===== src/rtl/replica_pkg.sv =====
// -----------------------------------------------------------------------------
// replica_pkg
// Shared sizing constants and types for the ordering host bridge.
//   city_div_log : width of the per-node beat count (cmd_num / ordering_num)
//   node_num     : number of nodes served by node_reg
//   node_log     : log2(node_num)
//   total_w      : width of the full-transfer beat counter
//   host_beat_t  : one 64-bit host beat, viewed as 8 bytes
//   bridge_state_t : sequencer states
// -----------------------------------------------------------------------------
package replica_pkg;

  localparam int city_div_log = 4;
  localparam int node_num     = 4;
  localparam int node_log     = 2;
  localparam int total_w      = city_div_log + node_log + 1;

  typedef logic [7:0][7:0] host_beat_t;

  typedef enum logic [1:0] {
    IDLE,
    WRITE,
    READ,
    DRAIN
  } bridge_state_t;

  // Beats in a whole transfer: (num+1) beats for each node.
  function automatic logic [total_w-1:0] calc_total(input logic [city_div_log-1:0] num);
    return total_w'((total_w'(num) + total_w'(1)) * total_w'(node_num));
  endfunction

endpackage


===== src/rtl/ordering_rfifo.sv =====
// -----------------------------------------------------------------------------
// ordering_rfifo
// First-word-fall-through FIFO of host beats. The head entry is visible on
// rdata_o whenever empty_o is low. A push into a full FIFO is accepted only
// when a pop happens in the same cycle; a pop of an empty FIFO is ignored.
// Ports:
//   clk, rst_n          clock, async active-low reset (pointers only)
//   push_i, wdata_i     write request and data
//   pop_i               remove head entry
//   rdata_o             head entry
//   full_o, empty_o     occupancy flags
// -----------------------------------------------------------------------------
module ordering_rfifo
  import replica_pkg::*;
#(
  parameter int DEPTH = 4
) (
  input  logic       clk,
  input  logic       rst_n,
  input  logic       push_i,
  input  host_beat_t wdata_i,
  input  logic       pop_i,
  output host_beat_t rdata_o,
  output logic       full_o,
  output logic       empty_o
);

  localparam int AW = (DEPTH > 1) ? $clog2(DEPTH) : 1;

  host_beat_t    mem_q [DEPTH];
  logic [AW-1:0] wptr_q, wptr_d;
  logic [AW-1:0] rptr_q, rptr_d;
  logic [AW:0]   cnt_q, cnt_d;
  logic          do_push, do_pop;

  assign empty_o = (cnt_q == '0);
  assign full_o  = (cnt_q == (AW+1)'(DEPTH));
  assign rdata_o = mem_q[rptr_q];

  assign do_pop  = pop_i & ~empty_o;
  assign do_push = push_i & (~full_o | do_pop);

  // DEPTH is a power of two, so pointers wrap naturally.
  always_comb begin
    wptr_d = wptr_q;
    rptr_d = rptr_q;
    cnt_d  = cnt_q;
    if (do_push) wptr_d = wptr_q + 1'b1;
    if (do_pop)  rptr_d = rptr_q + 1'b1;
    if (do_push && !do_pop) cnt_d = cnt_q + 1'b1;
    else if (do_pop && !do_push) cnt_d = cnt_q - 1'b1;
  end

  always_ff @(posedge clk or negedge rst_n) begin
    if (!rst_n) begin
      wptr_q <= '0;
      rptr_q <= '0;
      cnt_q  <= '0;
    end else begin
      wptr_q <= wptr_d;
      rptr_q <= rptr_d;
      cnt_q  <= cnt_d;
    end
  end

  // Storage needs no reset: the pointers decide what is visible.
  always_ff @(posedge clk) begin
    if (do_push) mem_q[wptr_q] <= wdata_i;
  end

  a_no_overflow: assert property (@(posedge clk) disable iff (!rst_n)
    !(push_i && full_o && !pop_i));

endmodule


===== src/rtl/ordering_host_bridge.sv =====
// -----------------------------------------------------------------------------
// ordering_host_bridge
// Host-side sequencer in front of node_reg. A command moves (num+1)*node_num
// beats either from the host stream to node_reg (write) or from node_reg to
// the host stream (read).
//
// Handshakes: every interface uses valid/ready; a beat or command transfers on
// a rising edge where both valid and ready are high. Valid never waits on
// ready. ordering_write/ordering_read act as valid towards node_reg, and
// ordering_ready is its ready.
//
// Ports:
//   clk, reset                    clock, async active-low reset
//   cmd_valid/cmd_ready           command handshake (ready only in IDLE)
//   cmd_read, cmd_num             direction and beats-per-node minus 1
//   busy, done                    transfer active, 1-cycle completion pulse
//   s_valid/s_ready/s_data        host write beat stream
//   m_valid/m_ready/m_data/m_last host read beat stream
//   ordering_num                  latched cmd_num
//   ordering_write/ordering_wdata write beat request and data
//   ordering_read/ordering_rdata  read beat request, data RD_LAT cycles later
//   ordering_ready                node_reg beat acceptance
//   dbg_state                     current sequencer state
// -----------------------------------------------------------------------------
module ordering_host_bridge
  import replica_pkg::*;
#(
  parameter int RD_LAT     = 2,
  parameter int FIFO_DEPTH = 4
) (
  input  logic                    clk,
  input  logic                    reset,
  input  logic                    cmd_valid,
  output logic                    cmd_ready,
  input  logic                    cmd_read,
  input  logic [city_div_log-1:0] cmd_num,
  output logic                    busy,
  output logic                    done,
  input  logic                    s_valid,
  output logic                    s_ready,
  input  host_beat_t              s_data,
  output logic                    m_valid,
  input  logic                    m_ready,
  output host_beat_t              m_data,
  output logic                    m_last,
  output logic [city_div_log-1:0] ordering_num,
  output logic                    ordering_write,
  output host_beat_t              ordering_wdata,
  output logic                    ordering_read,
  input  host_beat_t              ordering_rdata,
  input  logic                    ordering_ready,
  output bridge_state_t           dbg_state
);

  localparam int CW = $clog2(FIFO_DEPTH + 1);

  bridge_state_t           state_q, state_d;
  logic [city_div_log-1:0] num_q, num_d;
  logic [total_w-1:0]      total_q, total_d;
  logic [total_w-1:0]      remain_q, remain_d;
  logic [total_w-1:0]      popped_q, popped_d;
  logic [CW-1:0]           credit_q, credit_d;
  logic [RD_LAT-1:0]       pipe_q, pipe_d;
  logic                    done_q, done_d;

  logic       start, issue, pop;
  logic       fifo_full, fifo_empty;
  host_beat_t fifo_head;

  ordering_rfifo #(
    .DEPTH (FIFO_DEPTH)
  ) u_rfifo (
    .clk     (clk),
    .rst_n   (reset),
    .push_i  (pipe_q[RD_LAT-1]),
    .wdata_i (ordering_rdata),
    .pop_i   (pop),
    .rdata_o (fifo_head),
    .full_o  (fifo_full),
    .empty_o (fifo_empty)
  );

  assign ordering_wdata = s_data;
  assign ordering_num   = num_q;
  assign busy           = (state_q != IDLE);
  assign done           = done_q;
  assign dbg_state      = state_q;

  assign m_valid = ~fifo_empty;
  assign m_data  = m_valid ? fifo_head : '0;
  assign pop     = m_valid & m_ready;
  // Head is the final beat once every earlier beat has been popped.
  assign m_last  = m_valid && (popped_q == total_q - total_w'(1));

  always_comb begin
    state_d        = state_q;
    num_d          = num_q;
    total_d        = total_q;
    remain_d       = remain_q;
    done_d         = 1'b0;
    cmd_ready      = 1'b0;
    s_ready        = 1'b0;
    ordering_write = 1'b0;
    ordering_read  = 1'b0;
    start          = 1'b0;
    issue          = 1'b0;
    unique case (state_q)
      IDLE: begin
        cmd_ready = 1'b1;
        if (cmd_valid) begin
          start    = 1'b1;
          num_d    = cmd_num;
          total_d  = calc_total(cmd_num);
          remain_d = calc_total(cmd_num);
          state_d  = cmd_read ? READ : WRITE;
        end
      end
      WRITE: begin
        ordering_write = s_valid;
        s_ready        = ordering_ready;
        if (s_valid && ordering_ready) begin
          remain_d = remain_q - total_w'(1);
          if (remain_q == total_w'(1)) begin
            state_d = IDLE;
            done_d  = 1'b1;
          end
        end
      end
      READ: begin
        // Credit counts FIFO slots not yet claimed by an issued beat, so
        // every beat in the latency pipe already owns a FIFO entry.
        ordering_read = (remain_q != '0) && (credit_q != '0);
        issue         = ordering_read & ordering_ready;
        if (issue) begin
          remain_d = remain_q - total_w'(1);
          if (remain_q == total_w'(1)) state_d = DRAIN;
        end
      end
      DRAIN: begin
        if (pop && m_last && (pipe_q == '0)) begin
          state_d = IDLE;
          done_d  = 1'b1;
        end
      end
      default: state_d = IDLE;
    endcase
  end

  always_comb begin
    popped_d = popped_q;
    credit_d = credit_q;
    if (start) begin
      popped_d = '0;
      credit_d = CW'(FIFO_DEPTH);
    end else begin
      if (pop) popped_d = popped_q + total_w'(1);
      if (issue && !pop) credit_d = credit_q - 1'b1;
      else if (pop && !issue) credit_d = credit_q + 1'b1;
    end
  end

  // Marker pipe mirroring node_reg read latency: bit RD_LAT-1 is set in the
  // cycle ordering_rdata carries the matching beat.
  always_comb begin
    pipe_d[0] = issue;
    for (int i = 1; i < RD_LAT; i++) pipe_d[i] = pipe_q[i-1];
  end

  always_ff @(posedge clk or negedge reset) begin
    if (!reset) begin
      state_q  <= IDLE;
      num_q    <= '0;
      total_q  <= '0;
      remain_q <= '0;
      popped_q <= '0;
      credit_q <= CW'(FIFO_DEPTH);
      pipe_q   <= '0;
      done_q   <= 1'b0;
    end else begin
      state_q  <= state_d;
      num_q    <= num_d;
      total_q  <= total_d;
      remain_q <= remain_d;
      popped_q <= popped_d;
      credit_q <= credit_d;
      pipe_q   <= pipe_d;
      done_q   <= done_d;
    end
  end

  a_no_push_when_full: assert property (@(posedge clk) disable iff (!reset)
    !(pipe_q[RD_LAT-1] && fifo_full && !pop));

endmodule


===== config.mk =====
export PLATFORM = sky130hd
export DESIGN_NAME = ordering_host_bridge
export DESIGN_NICKNAME = d
export VERILOG_FILES = /design/src/rtl/replica_pkg.sv /design/src/rtl/ordering_rfifo.sv /design/src/rtl/ordering_host_bridge.sv
export SDC_FILE = /design/constraint.sdc
export NUM_CORES = 1
export LEC_CHECK = 0
export BUFFER_PORTS_ARGS = -buffer_cell sky130_fd_sc_hd__buf_2
export CORE_MARGIN = 1
export CORE_UTILIZATION = 43
export CTS_CLUSTER_DIAMETER = 120
export DETAILED_ROUTE_END_ITERATION = 7
export GPL_ROUTABILITY_DRIVEN = 0
export GPL_TIMING_DRIVEN = 0
export PLACE_DENSITY = 0.68
export SYNTH_ARGS = -nofsm -noshare
export SYNTH_HDL_FRONTEND = slang
export SYNTH_HIERARCHICAL = 1
export SYNTH_SLANG_ARGS = --single-unit

===== constraint.sdc =====
create_clock -name clk -period 3 [get_ports clk]
set_input_delay 0.45 -clock clk [delete_from_list [all_inputs] [get_ports clk]]
set_output_delay 0.45 -clock clk [all_outputs]
set_load 0.05 [all_outputs]

==> reports/qor.yml, run 1 <==
status:
  status: "completed"
floorplan:
  ios: 281
  initial_utilization: 0.442
  std_cell_rows: 61
  floorplan.die.width_um: 172
  die_h_um: 172
  coreArea_mm2: 0.0281
  die-area_mm2: 0.0295
clocking:
  clkTransAtPathRegs_ns: 0.06
  clockBufferDepth: 3
  clock_latency_ns: 0.49
  cts_tree: "done"
  root_buffer: "clkbuf_16"
  cts_max_level: 2
  cts_hold_buf: 0
  post_cts.repair.setup_buffers: 0
  clock_sinks: 294
  numCtsBuffers: 34
logic_synthesis:
  async_flop_share: 0.129
  yosys_warnings: 6
  netlist_area_mm2: 0.0124
  ys.flop_type: "edfxtp_1"
  ys_ff_latch: 294
  avgSynthCellArea_um2: 17.5
  syn-num-nets: 865
  ys_seq_area_frac: 0.696
  synth_edf_count: 256
  ys_types: 47
  syn_inst: 708
placed_design:
  io_buffers: 216
  place_ws_ns: 0.00982
  post-dp-hpwl_mm: 15.7
sta:
  hold_viol: 0
  finalClockSkew_ns: 0.0231
  layout_min_cycle_time_ns: 2.81
  maxSlewHeadroom: 0.428
  tightest_slew_ns: 0.859
  layout_setup_ws_ns: 0.187
  finalSetupViolations: 0
  fin_crit_sh: 0.938
  max_freq_ghz: 0.356
  maxSlewViolCount: 0
  rsz0062_at_grt: "false"
drt:
  first_iter_violations: 399
  wl_mm: 23.9
  vias: 6686
  via_per_inst: 4.88
  drtPass1Iterations: 4
  drcViolationCount: 0
  postRouteAntennaNets: 0
  wl_per_cell_um: 17.4
global_routing:
  antenna_found_initial: 2
  grt_max_degree: 55
  grt_overflow_total: 0
  grt_pass1_wl_mm: 35.9
  grt_pass1_vias: 6682
  grt_usage: 0.161
pwr:
  power_density_mw_per_mm2: 1050
  irDropWorstVdd_mv: 0.495
  total_power_mw: 15.8
  p_leak_nw: 5.73
setup_path:
  critPathMaxFanout: 10
  timing.rr.start: "u_rfifo/cnt_q[0]$_DFFE_PN0P_"
  worst_ep_arrival_time_ns: 2.36
  worst_setup_path_end_kind: "output port"
  critPathKind: "reg -> out"
  rr_worst_depth: 11
  r2r-end: "u_rfifo/cnt_q[2]$_DFFE_PN0P_"
  startpoint_type: "flip-flop"
  reg2reg_slack_ns: 0.25
  required_ns: 2.55
final_layout:
  syn_to_final_growth_pct: 21.8
  fin_nets: 1121
  drive_gt1_frac: 0.431
min_path:
  holdCritPathClass: "in -> async"
run:
  maxCapViolations: 0
==> where the power goes <==
group | total (mW) | internal, mW | leakage, nW | switching [mW]
clock network | 3.70 | 2.20 | 0.489 | 1.50
logic | 6.91 | 2.28 | 2.46 | 4.63
registers | 5.21 | 4.95 | 2.78 | 0.260
total | 15.8 | 9.42 | 5.73 | 6.39
==> worst max-delay path, cell delays in order, from the launching register on <==
cell	delay, ns
dfrtp_1	0.44
nor3_1	0.37
clkbuf_2	0.36
clkbuf_2	0.35
nor2b_1	0.12
buf_2	0.23
==> Yosys cell counts, types with 2 or more instances <==
library cell  instances  area [um2]
a21oi_1               9        45.0
a31oi_1               5        31.3
and2_1               10        62.6
buf_2                 6        30.0
buf_4                67         503
buf_6                 5        56.3
clkbuf_1             13        48.8
dfrtp_1              37         926
edfxtp_1            256        7690
fa_1                  2        40.0
ha_1                 16         200
inv_1                18        67.6
mux2_2                2        22.5
mux2_4                2        30.0
mux4_2               64        1440
nand2_1              34         128
nand2b_1              3        18.8
nand3_1              10        50.1
nand3b_1              2        15.0
nor2_1               12        45.0
nor2b_1              66         413
nor3_1                7        35.0
o21ai_0              18        90.1
or3_1                 3        18.8
xnor2_1              12         105
xor2_1                8        70.1
==> layout make-up <==
class                   count  area [um2]
fillers                  2302       13000
flip-flops and latches    294        8640
multi-input cells         305        3080
repair buffers            220        1190
clock buffers              50         952
plain buffers              91         644
well taps                 378         473
inverters                  18        67.6
clock inverters            11        53.8
diodes                      2        5.00
==> per-layer routing <==
| layer | share of wire | wire length [um] | track usage |
|---|---|---|---|
| met5 | 0.00054 | 13 | 0 |
| met4 | 0.016 | 383 | 0.0412 |
| met3 | 0.072 | 1710 | 0.0407 |
| met2 | 0.51 | 12200 | 0.278 |
| met1 | 0.40 | 9610 | 0.201 |
==> sequential cells by signal (all words and copies together) (netlist names) <==
name and cells:
popped_q 7, ordering_num 4, u_rfifo/rptr_q 2, done 1, credit_q 3, pipe_q 2
dbg_state 2, u_rfifo/wptr_q 2, u_rfifo/mem_q 256, remain_q 7, u_rfifo/cnt_q 3, total_q 5
==> logic make-up (layout without fill, tap and decap cells) <==
family	Yosys count	after routing	synth area share
compound gates	43	43	0.0216
xor+xnor	21	21	0.0154
fa+ha+maj	18	18	0.0194
buf+inv	109	390	0.0569
flops	294	294	0.696
mux	68	68	0.120
other cells	0	2	0
simple gates	155	155	0.0699
==> worst max-delay path by stage <==
stage | start | end | slack [ns]
2_1_floorplan | u_rfifo/cnt_q[0]$_DFFE_PN0P_ | u_rfifo/mem_q[0][0]$_DFFE_PP_ | 0.06
4_1_cts | u_rfifo/cnt_q[0]$_DFFE_PN0P_ | m_data[43] | 0.05
3_5_place_dp | u_rfifo/cnt_q[0]$_DFFE_PN0P_ | u_rfifo/cnt_q[2]$_DFFE_PN0P_ | 0.01
3_3_place_gp | u_rfifo/cnt_q[0]$_DFFE_PN0P_ | u_rfifo/mem_q[0][23]$_DFFE_PP_ | -0.62
6_report | u_rfifo/cnt_q[0]$_DFFE_PN0P_ | m_data[43] | 0.19
5_1_grt | u_rfifo/cnt_q[0]$_DFFE_PN0P_ | m_data[43] | 0.02
==> per-stage QoR <==
step            util  TNS [ns]  cells  instance area [um2]  hold WS [ns]
2_1_floorplan      -         0    708                12400         0.154
3_3_place_gp   0.497   -152.84   1302                14000         0.359
3_5_place_dp   0.501         0   1306                14100         0.371
4_1_cts        0.537         0   1367                15100        0.0910
5_1_grt        0.538         0   1367                15100         0.134
6_report       0.538         0   1369                15100        0.0793
==> cells in the final DEF (no fill, tap or decap), drive strengths merged, types with 16 or more instances in the layout <==
cell / instances
inv: 20
nand2: 34
mux4: 64
buf: 298
edfxtp: 256
nor2b: 66
o21ai: 18
clkbuf: 63
ha: 16
dfrtp: 37
==> timing repair <==
action	in CTS	in global routing
gates resized for setup	6	2
setup endpoints to repair	61	36
gates cloned	0	0
pin swaps	0	0
Power figures use the tool's default switching activity.
==> run 2: changes to the inputs <==
Settings changed: PLACE_DENSITY 0.68 to unset, PLACE_DENSITY_LB_ADDON set to 0.15.
==> reports/qor.yml, run 2 (synthesis gave the netlist of run 1 again) <==
setup_path:
  worst_ep_arrival_time_ns: 3.28  # was 2.36 ns
  critPathMaxFanout: 8  # was 10
  path_cells: "nor3_2, inv_1, nand2_1, inv_2, inv_1, a21boi_2, ha_1, inv_1, fa_1, xor2_1, nor2_1, xor2_1"  # was nor3_1, clkbuf_2, clkbuf_2, nor2b_1, buf_2
  rr_worst_depth: 12  # was 11
  required_ns: 3.46  # was 2.55 ns
  critPathKind: "reg -> reg"  # was reg -> out
  cp_slowest_cell: "dfrtp_1"  # unchanged
  cp_common_cell: "inv_1"  # was clkbuf_2
  r2r-end: "u_rfifo/cnt_q[2]$_DFFE_PN0P_"  # unchanged
  worst_setup_path_end_kind: "flip-flop"  # was output port
  reg2reg_slack_ns: 0.18  # was 0.25 ns
  timing.rr.start: "u_rfifo/cnt_q[0]$_DFFE_PN0P_"  # unchanged
  startpoint_type: "flip-flop"  # unchanged
  max_stage_delay_ns: 0.46  # was 0.44 ns
floorplan:
  die-area_mm2: 0.0295  # unchanged
  ios: 281  # unchanged
  initial_utilization: 0.442  # unchanged
  floorplan.die.width_um: 172  # unchanged
  std_cell_rows: 61  # unchanged
  die_h_um: 172  # unchanged
  coreArea_mm2: 0.0281  # unchanged
clocking:
  clockBufferDepth: 3  # unchanged
  cts_max_level: 1  # was 2
  numCtsBuffers: 30  # was 34
  clock_latency_ns: 0.54  # was 0.49 ns
  root_buffer: "clkbuf_16"  # unchanged
  clock_sinks: 294  # unchanged
  clkTransAtPathRegs_ns: 0.06  # about the same
  cts_tree: "done"  # unchanged
  cts_hold_buf: 0  # unchanged
final_layout:
  final_util: 0.534  # was 0.538
  fin_nets: 1117  # was 1121
  ff_latch_area_mm2: 0.00864  # unchanged
  nFillCells: 2369  # was 2302
  drive_gt1_frac: 0.429  # was 0.431
  largest_register: "u_rfifo/mem_q"  # unchanged
  layout_commonest_cell: "edfxtp_1"  # unchanged
  mostFrequentLayoutCells: "edfxtp_1 (256), buf_2 (222), buf_4 (67)"  # unchanged
  largestRegisters: "u_rfifo/mem_q: 256 flops, popped_q: 7 flops, remain_q: 7 flops"  # unchanged
  syn_to_final_growth_pct: 20.8  # was 21.8%
  largest_reg_flops: 256  # unchanged
  multi_input_area_mm2: 0.00308  # about the same
pwr:
  total_power_mw: 15.5  # was 15.8 mW
  p_leak_nw: 5.68  # was 5.73 nW
  power_density_mw_per_mm2: 1040  # was 1050 mW/mm2
  irDropWorstVdd_mv: 0.849  # was 0.495 mV
global_routing:
  grt_pass1_wl_mm: 36.0  # was 35.9 mm
  grt_max_degree: 49  # was 55
  grt_pass1_vias: 6494  # was 6682
  antenna_found_initial: 2  # unchanged
  grt_usage: 0.161  # about the same
  grt_overflow_total: 0  # unchanged
sta:
  layout_min_cycle_time_ns: 2.82  # was 2.81 ns
  tightest_slew_ns: 0.940  # was 0.859 ns
  finalSetupViolations: 0  # unchanged
  fin_crit_sh: 0.941  # was 0.938
  hold_viol: 0  # unchanged
  finalClockSkew_ns: 0.00687  # was 0.0231 ns
  fin_tns_setup_ns: 0  # unchanged
  maxSlewHeadroom: 0.373  # was 0.428
  max_freq_ghz: 0.354  # was 0.356 GHz
  maxSlewViolCount: 0  # unchanged
drt:
  via_per_inst: 4.91  # was 4.88
  wl_per_cell_um: 17.7  # was 17.4 um
  drtPass1Iterations: 4  # unchanged
  first_iter_violations: 261  # was 399
  drcViolationCount: 0  # unchanged
  postRouteAntennaNets: 0  # unchanged
  vias: 6692  # was 6686
  wl_mm: 24.2  # was 23.9 mm
placed_design:
  io_buffers: 216  # unchanged
  post-dp-hpwl_mm: 15.8  # was 15.7 mm
run:
  maxCapViolations: 0  # unchanged
min_path:
  holdCritPathClass: "in -> async"  # unchanged
status:
  status: "completed"  # unchanged
[run 2: layout make-up]
class / instances / area share
Inverter: 18 / 0.00451
Clock buffer: 43 / 0.0548
Tap cell: 378 / 0.0316
Timing Repair Buffer: 220 / 0.0790
Clock inverter: 12 / 0.00518
Sequential cell: 294 / 0.576
Antenna cell: 1 / 0.000167
Multi-Input combinational cell: 305 / 0.205
Buffer: 91 / 0.0433
[run 2: metal layers]
layer	vias up	track usage	routed length, um
li1	3125	-	-
met1	3343	0.207	10100
met2	191	0.286	12400
met3	29	0.0304	1400
met4	4	0.0331	295
met5	-	0	23
[run 2: worst max path at each step]
stage	slack, ns	cells after the start	to	from
floorplan	0.06	7	u_rfifo/mem_q[0][0]$_DFFE_PP_	u_rfifo/cnt_q[0]$_DFFE_PN0P_
global placement	-0.69	7	u_rfifo/mem_q[0][3]$_DFFE_PP_	u_rfifo/cnt_q[0]$_DFFE_PN0P_
detailed placement	0.03	11	u_rfifo/cnt_q[2]$_DFFE_PN0P_	u_rfifo/cnt_q[0]$_DFFE_PN0P_
CTS	0.002	11	u_rfifo/cnt_q[2]$_DFFE_PN0P_	u_rfifo/cnt_q[0]$_DFFE_PN0P_
global route	-0.008	12	u_rfifo/cnt_q[2]$_DFFE_PN0P_	u_rfifo/cnt_q[0]$_DFFE_PN0P_
finish	0.18	12	u_rfifo/cnt_q[2]$_DFFE_PN0P_	u_rfifo/cnt_q[0]$_DFFE_PN0P_
[run 2: report_power, final]
group / total [mW] / switching (mW) / internal (mW)
logic: 6.93 / 4.65 / 2.28
registers: 5.21 / 0.266 / 4.94
clock network: 3.40 / 1.43 / 1.97
[run 2: per-stage QoR]
stage	hold slack [ns]	std cells	area [um2]	setup slack, ns
after detailed placement	0.362	1306	14100	0.0282
after floorplan	0.154	708	12400	0.0606
after CTS	0.0664	1361	15000	0.00158
final	0.0490	1362	15000	0.177
after global placement	0.359	1302	14000	-0.687
after global routing	0.109	1361	15000	-0.00797
[run 2: critical path, delay by kind of cell (launching register included)]
family / cells / cell delay [ns]
adders and majority gates: 2 / 0.67
buffers and inverters: 4 / 0.51
AOI/OAI and AO/OA: 1 / 0.33
xor gates and xnor gates: 2 / 0.32
DFF: 1 / 0.46
and+or+nand+nor: 3 / 0.45
[run 2: timing repair]
action                                  in CTS  in global routing
endpoints found under the hold margin        0                  0
buffers inserted                             0                  0
endpoints found under the setup margin      60                129
resized for setup                            8                  2
